==> src/rtl/sobel_pkg.sv <==
// Shared types and sizing helpers for the sobel pixel pipeline.
package sobel_pkg;

  typedef enum logic [1:0] {
    ST_IDLE   = 2'd0,
    ST_ACTIVE = 2'd1,
    ST_HBLANK = 2'd2,
    ST_VBLANK = 2'd3
  } state_t;

  // Width needed to index 0..n-1, never narrower than one bit.
  function automatic int cnt_width(input int n);
    return (n < 2) ? 1 : $clog2(n);
  endfunction

endpackage

==> src/rtl/raster_counter.sv <==
// x/y raster position of the pixel stream with first/last flags for markers.
module raster_counter
  import sobel_pkg::*;
#(
  parameter int LINE_WIDTH   = 1920,
  parameter int FRAME_HEIGHT = 1080
) (
  input  logic clk,
  input  logic rst,
  input  logic clear,
  input  logic adv_x,
  input  logic adv_y,
  input  logic clr_y,
  output logic x_first,
  output logic x_last,
  output logic y_first,
  output logic y_last
);

  localparam int XW = cnt_width(LINE_WIDTH);
  localparam int YW = cnt_width(FRAME_HEIGHT);
  localparam logic [XW-1:0] X_LAST = XW'(LINE_WIDTH - 1);
  localparam logic [YW-1:0] Y_LAST = YW'(FRAME_HEIGHT - 1);

  logic [XW-1:0] x;
  logic [YW-1:0] y;

  assign x_first = (x == '0);
  assign x_last  = (x == X_LAST);
  assign y_first = (y == '0);
  assign y_last  = (y == Y_LAST);

  always_ff @(posedge clk or negedge rst) begin
    if (!rst) begin
      x <= '0;
      y <= '0;
    end else begin
      if (clear)
        x <= '0;
      else if (adv_x)
        x <= x_last ? '0 : x + XW'(1);

      if (clear || clr_y)
        y <= '0;
      else if (adv_y)
        y <= y + YW'(1);
    end
  end

endmodule

==> src/rtl/pix_stream_tx.sv <==
// Frame-paced pixel transmitter: paces an upstream pixel stream into lines and
// frames with blanking gaps and registered line/frame markers.
//
//   state     | meaning
//   ----------+-----------------------------------------------------------
//   ST_IDLE   | waiting for enable to start a frame
//   ST_ACTIVE | accepting pixels of the current line
//   ST_HBLANK | idle gap after a non-final line
//   ST_VBLANK | idle gap after the final line; enable sampled on last cycle
module pix_stream_tx
  import sobel_pkg::*;
#(
  parameter int LINE_WIDTH   = 1920,
  parameter int FRAME_HEIGHT = 1080,
  parameter int DATA_WIDTH   = 8,
  parameter int HBLANK       = 280,
  parameter int VBLANK       = 45
) (
  input  logic                  clk,
  input  logic                  rst,
  input  logic                  enable,
  input  logic [DATA_WIDTH-1:0] s_data,
  input  logic                  s_valid,
  output logic                  s_ready,
  output logic [DATA_WIDTH-1:0] data_out,
  output logic                  data_valid,
  output logic                  line_start,
  output logic                  line_end,
  output logic                  frame_start,
  output logic                  frame_end,
  output logic                  busy,
  output logic [15:0]           stall_cnt
);

  localparam int BW = cnt_width((HBLANK > VBLANK) ? HBLANK : VBLANK);
  localparam logic [BW-1:0] H_LOAD = BW'(HBLANK - 1);
  localparam logic [BW-1:0] V_LOAD = BW'(VBLANK - 1);

  state_t        state;
  logic [BW-1:0] blank_cnt;
  logic          accept;
  logic          blank_done;
  logic          frame_go;
  logic          adv_y;
  logic          clr_y;
  logic          x_first;
  logic          x_last;
  logic          y_first;
  logic          y_last;

  assign s_ready    = (state == ST_ACTIVE);
  assign busy       = (state != ST_IDLE);
  assign accept     = s_valid & s_ready;
  assign blank_done = (blank_cnt == '0);
  assign frame_go   = (state == ST_IDLE) & enable;
  assign adv_y      = (state == ST_HBLANK) & blank_done;
  assign clr_y      = (state == ST_VBLANK) & blank_done;

  raster_counter #(
    .LINE_WIDTH   (LINE_WIDTH),
    .FRAME_HEIGHT (FRAME_HEIGHT)
  ) u_raster (
    .clk     (clk),
    .rst     (rst),
    .clear   (frame_go),
    .adv_x   (accept),
    .adv_y   (adv_y),
    .clr_y   (clr_y),
    .x_first (x_first),
    .x_last  (x_last),
    .y_first (y_first),
    .y_last  (y_last)
  );

  always_ff @(posedge clk or negedge rst) begin
    if (!rst) begin
      state       <= ST_IDLE;
      blank_cnt   <= '0;
      stall_cnt   <= '0;
      data_out    <= '0;
      data_valid  <= 1'b0;
      line_start  <= 1'b0;
      line_end    <= 1'b0;
      frame_start <= 1'b0;
      frame_end   <= 1'b0;
    end else begin
      data_valid  <= accept;
      line_start  <= accept & x_first;
      line_end    <= accept & x_last;
      frame_start <= accept & x_first & y_first;
      frame_end   <= accept & x_last & y_last;
      if (accept)
        data_out <= s_data;

      case (state)
        ST_IDLE: begin
          if (enable) begin
            state     <= ST_ACTIVE;
            stall_cnt <= '0;
          end
        end
        ST_ACTIVE: begin
          if (!s_valid && stall_cnt != 16'hFFFF)
            stall_cnt <= stall_cnt + 16'd1;
          if (accept && x_last) begin
            state     <= y_last ? ST_VBLANK : ST_HBLANK;
            blank_cnt <= y_last ? V_LOAD : H_LOAD;
          end
        end
        ST_HBLANK: begin
          if (blank_done)
            state <= ST_ACTIVE;
          else
            blank_cnt <= blank_cnt - BW'(1);
        end
        ST_VBLANK: begin
          // enable only matters here: a running frame always completes
          if (blank_done)
            state <= enable ? ST_ACTIVE : ST_IDLE;
          else
            blank_cnt <= blank_cnt - BW'(1);
        end
        default: state <= ST_IDLE;
      endcase
    end
  end

endmodule

==> config.mk <==
export PLATFORM = sky130hd
export DESIGN_NAME = pix_stream_tx
export DESIGN_NICKNAME = d
export VERILOG_FILES = /design/src/rtl/sobel_pkg.sv /design/src/rtl/raster_counter.sv /design/src/rtl/pix_stream_tx.sv
export SDC_FILE = /design/constraint.sdc
export NUM_CORES = 1
export LEC_CHECK = 0
export CAP_MARGIN = 15
export CORE_UTILIZATION = 40
export CTS_BUF_LIST = sky130_fd_sc_hd__clkbuf_16
export CTS_CLUSTER_SIZE = 28
export DETAILED_ROUTE_END_ITERATION = 7
export SYNTH_ARGS = -nofsm -noshare
export SYNTH_HDL_FRONTEND = slang
export SYNTH_SLANG_ARGS = --single-unit
==> constraint.sdc <==
create_clock -name clk -period 5 [get_ports clk]
set_input_delay 0.5 -clock clk [delete_from_list [all_inputs] [get_ports clk]]
set_output_delay 0.5 -clock clk [all_outputs]
set_load 0.05 [all_outputs]
==> key figures <==
Layout
  – Most frequent cells in the layout: dfrtp_1, nand2_1, clkdlybuf4s50_1, nor2_1, o21ai_0
  – Synth-to-layout area growth: 21.6%
  – Nets: 439
  – Reg area: 1550 um2
  – Antenna cell count: 0
  – Layout cells sized above 1: 7.06%
  – Multi-input logic area: 1810 um2
  – # fillers: 759
  – Commonest non-fill, non-tap cell in the layout: dfrtp_1

Routing
  – Vias per inst: 5.97
  – Antenna-violating nets left: 0
  – Routed WL: 8.74 mm
  – Iteration-0 DRC Markers: 120
  – Post-DR wirelength/cell: 16.5 um
  – Pre-antenna DRT Iters: 4
  – Vias: 3164
  – Drc violations: 0

Synthesis
  – Area share of the largest cell type after synthesis: 44.3%
  – Post-synthesis register bit count: 62
  – Share of flip-flops with an asynchronous set or reset: 100%
  – Mean Syn Cell Area: 9.08 um2
  – Synth Flop Type: dfrtp_1
  – Mapped Area: 3500 um2
  – Post-Syn Nets: 404
  – Netlist cell types: 59
  – Post-synth EDFFs: 0
  – Main area contributors after synthesis: dfrtp_1, nand2_1, o21ai_0
  – Post-synth top area cell: dfrtp_1
  – Post-synthesis cell count: 386
  – YS warnings: 0
  – Sequential area share after synthesis: 44.3%

Power
  – Clk pwr share: 50.1%
  – Cell internal pwr: 0.852 mW
  – Combinational fraction of design power: 3.5%
  – NetSw: 0.256 mW
  – Leak: 1.84 nW
  – Peak VDD IR: 194 uV
  – Sequential Power Share: 46.4%
  – Cell area power density: 260 nW/um2
  – Switch share: 23.1%

CTS
  – Clk sinks: 62
  – Hold-fix buffers at CTS: 0
  – CTS Buf Count: 9
  – Postcts setup bufs: 0
  – Clock Tree Buf Depth: 2
  – CTS Root Cell: clkbuf_16
  – Clk_lat worst skew: 0.33 ns
  – CTS tree: done
  – H-Tree Depth: 3
  – Worst-path clk slew: 0.05 ns
  – Post-cts sizing count: 0

STA
  – Final worst path period share: 64.6%
  – Worst-case hold slack: 0.345 ns
  – Max-slew violation count: 0
  – Setup_tns: 0 ns
  – Worst Skew: 0.00720 ns
  – Worst Max-Slew Pin Slew: 0.842 ns
  – Setup violators final: 0
  – Maximum clock frequency: 310 MHz
  – Post-route minimum period: 3.23 ns
  – Final Hold Fails: 0
  – RSZ-0062 raised after global routing: false
  – Rel. slew slack: 43.9%

Floorplanning
  – Num rows: 33
  – Die width: 95.6 um
  – Full die area: 9140 um2
  – Die Y: 95.6 um
  – Core Footprint: 8340 um2
  – Top-Level Pins: 43
  – Starting Density: 42.0%

Global route
  – Total grt overflow: 0
  – Wire length of the first global-routing pass: 14.5 mm
  – Grt met3 use: 4.15%
  – Met2 track utilization from global routing: 29.9%
  – Number of global-route vias before repair: 2763
  – Initial antenna violation count: 0
  – GRT Max-Usage Layer: met1
  – Pin count of the biggest net entering global routing: 63
  – Total track usage: 20.6%
  – Met1 usage: 30.6%

Worst setup path
  – Critical path class: register to output port
  – Critical Path Source Type: register
  – FF-to-FF setup slack: 2.29 ns
  – CP arrival: 2.73 ns
  – Critical Path Fanout Max: 30
  – Worst Path Required: 4.50 ns
  – Crit. End Element: output port

Worst hold path
  – Min-delay worst type: input pin to async pin

Placed design
  – DPL Wire Length: 5.89 mm
  – Buffers on Ports: 42
  – Routability Congestion: 0.797

Flow run
  – Max-cap violations: 0

Status
  – Status: completed
-- power by group through the flow --
stage | clock (mW) | combinational (mW) | sequential [mW]
3_5_place_dp | 0 | 0.0396 | 0.523
6_report | 0.555 | 0.0390 | 0.514
4_1_cts | 0.568 | 0.0398 | 0.514
5_1_grt | 0.588 | 0.0435 | 0.515
2_1_floorplan | 0 | 0.0104 | 0.525
3_3_place_gp | 0 | 0.0394 | 0.522
-- worst max-delay path, stage by stage, from the launching register on --
cell             delay [ns]
dfrtp_1                0.89
nand2b_1               0.36
clkinv_1               0.29
clkdlybuf4s50_1        0.85
-- worst paths after layout --
| check | from | cells after the start | to |
|---|---|---|---|
| min | rst | 2 | data_out[3]$_DFFE_PN0P_ |
| max | state[0]$_DFFE_PN0P_ | 3 | s_ready |
| max reg2reg | state[0]$_DFFE_PN0P_ | 4 | stall_cnt[0]$_DFFE_PN0P_ |
| min reg2reg | data_out[6]$_DFFE_PN0P_ | 2 | data_out[6]$_DFFE_PN0P_ |
| min in group clk | data_out[6]$_DFFE_PN0P_ | 2 | data_out[6]$_DFFE_PN0P_ |
| max in group asynchronous | rst | 2 | u_raster.y[10]$_DFFE_PN0P_ |
-- logic make-up after synthesis --
group | after synthesis | synth area share (%)
AOI/OAI and AO/OA | 97 | 19.6
xor gates and xnor gates | 5 | 1.25
adders and majority gates | 6 | 2.14
buffers and inverters | 38 | 4.14
DFF | 62 | 44.3
muxes | 7 | 2.04
and+or+nand+nor | 171 | 26.5
-- sequential cells by signal, indices dropped and copies added (netlist names) --
| signal | count |
|---|---|
| stall_cnt | 16 |
| u_raster.x | 11 |
| u_raster.y | 11 |
| blank_cnt | 9 |
| data_out | 8 |
| state | 2 |
| data_valid | 1 |
| frame_end | 1 |
| frame_start | 1 |
| line_end | 1 |
| line_start | 1 |
-- metal layers --
metal / share of wire (%) / routed length, um
met5: 0 / 0
met4: 1.2 / 106
met3: 5.0 / 440
met2: 45 / 3940
met1: 49 / 4250
-- cells in the mapped netlist, types with 4 or more instances --
| cell | number |
|---|---|
| mux2i_1 | 6 |
| dfrtp_1 | 62 |
| clkbuf_1 | 19 |
| nor4_1 | 5 |
| a21o_1 | 4 |
| nand4_1 | 13 |
| nor2_1 | 23 |
| a211oi_1 | 5 |
| a22o_1 | 5 |
| a31oi_1 | 6 |
| a21oi_1 | 16 |
| nand3_1 | 17 |
| o21ai_0 | 23 |
| ha_1 | 6 |
| nand2_1 | 47 |
| and3_1 | 9 |
| o211ai_1 | 4 |
| a41oi_1 | 5 |
| inv_1 | 14 |
| or3_1 | 5 |
| nor3_1 | 11 |
| and2_1 | 5 |
| or4_1 | 9 |
| and4_1 | 6 |
-- through the flow --
step	setup WS, ns	power [mW]	std cells	utilization, %	instance area, um2
after floorplan	2.60	0.535	386	-	3500
after global placement	2.21	0.562	515	47.9	4000
after detailed placement	2.14	0.562	515	47.9	4000
after CTS	1.78	1.12	530	51.1	4260
after global routing	1.58	1.15	530	51.1	4260
final	1.77	1.11	530	51.1	4260
-- layout make-up --
| type | count | area share (%) |
|---|---|---|
| repair buffers | 46 | 10.5 |
| clock inverters | 6 | 0.940 |
| clock buffers | 9 | 5.29 |
| multi-input cells | 286 | 42.4 |
| flip-flops and latches | 62 | 36.4 |
| well taps | 105 | 3.08 |
| inverters | 16 | 1.41 |
No activity file was read; power rests on OpenSTA's default activity.
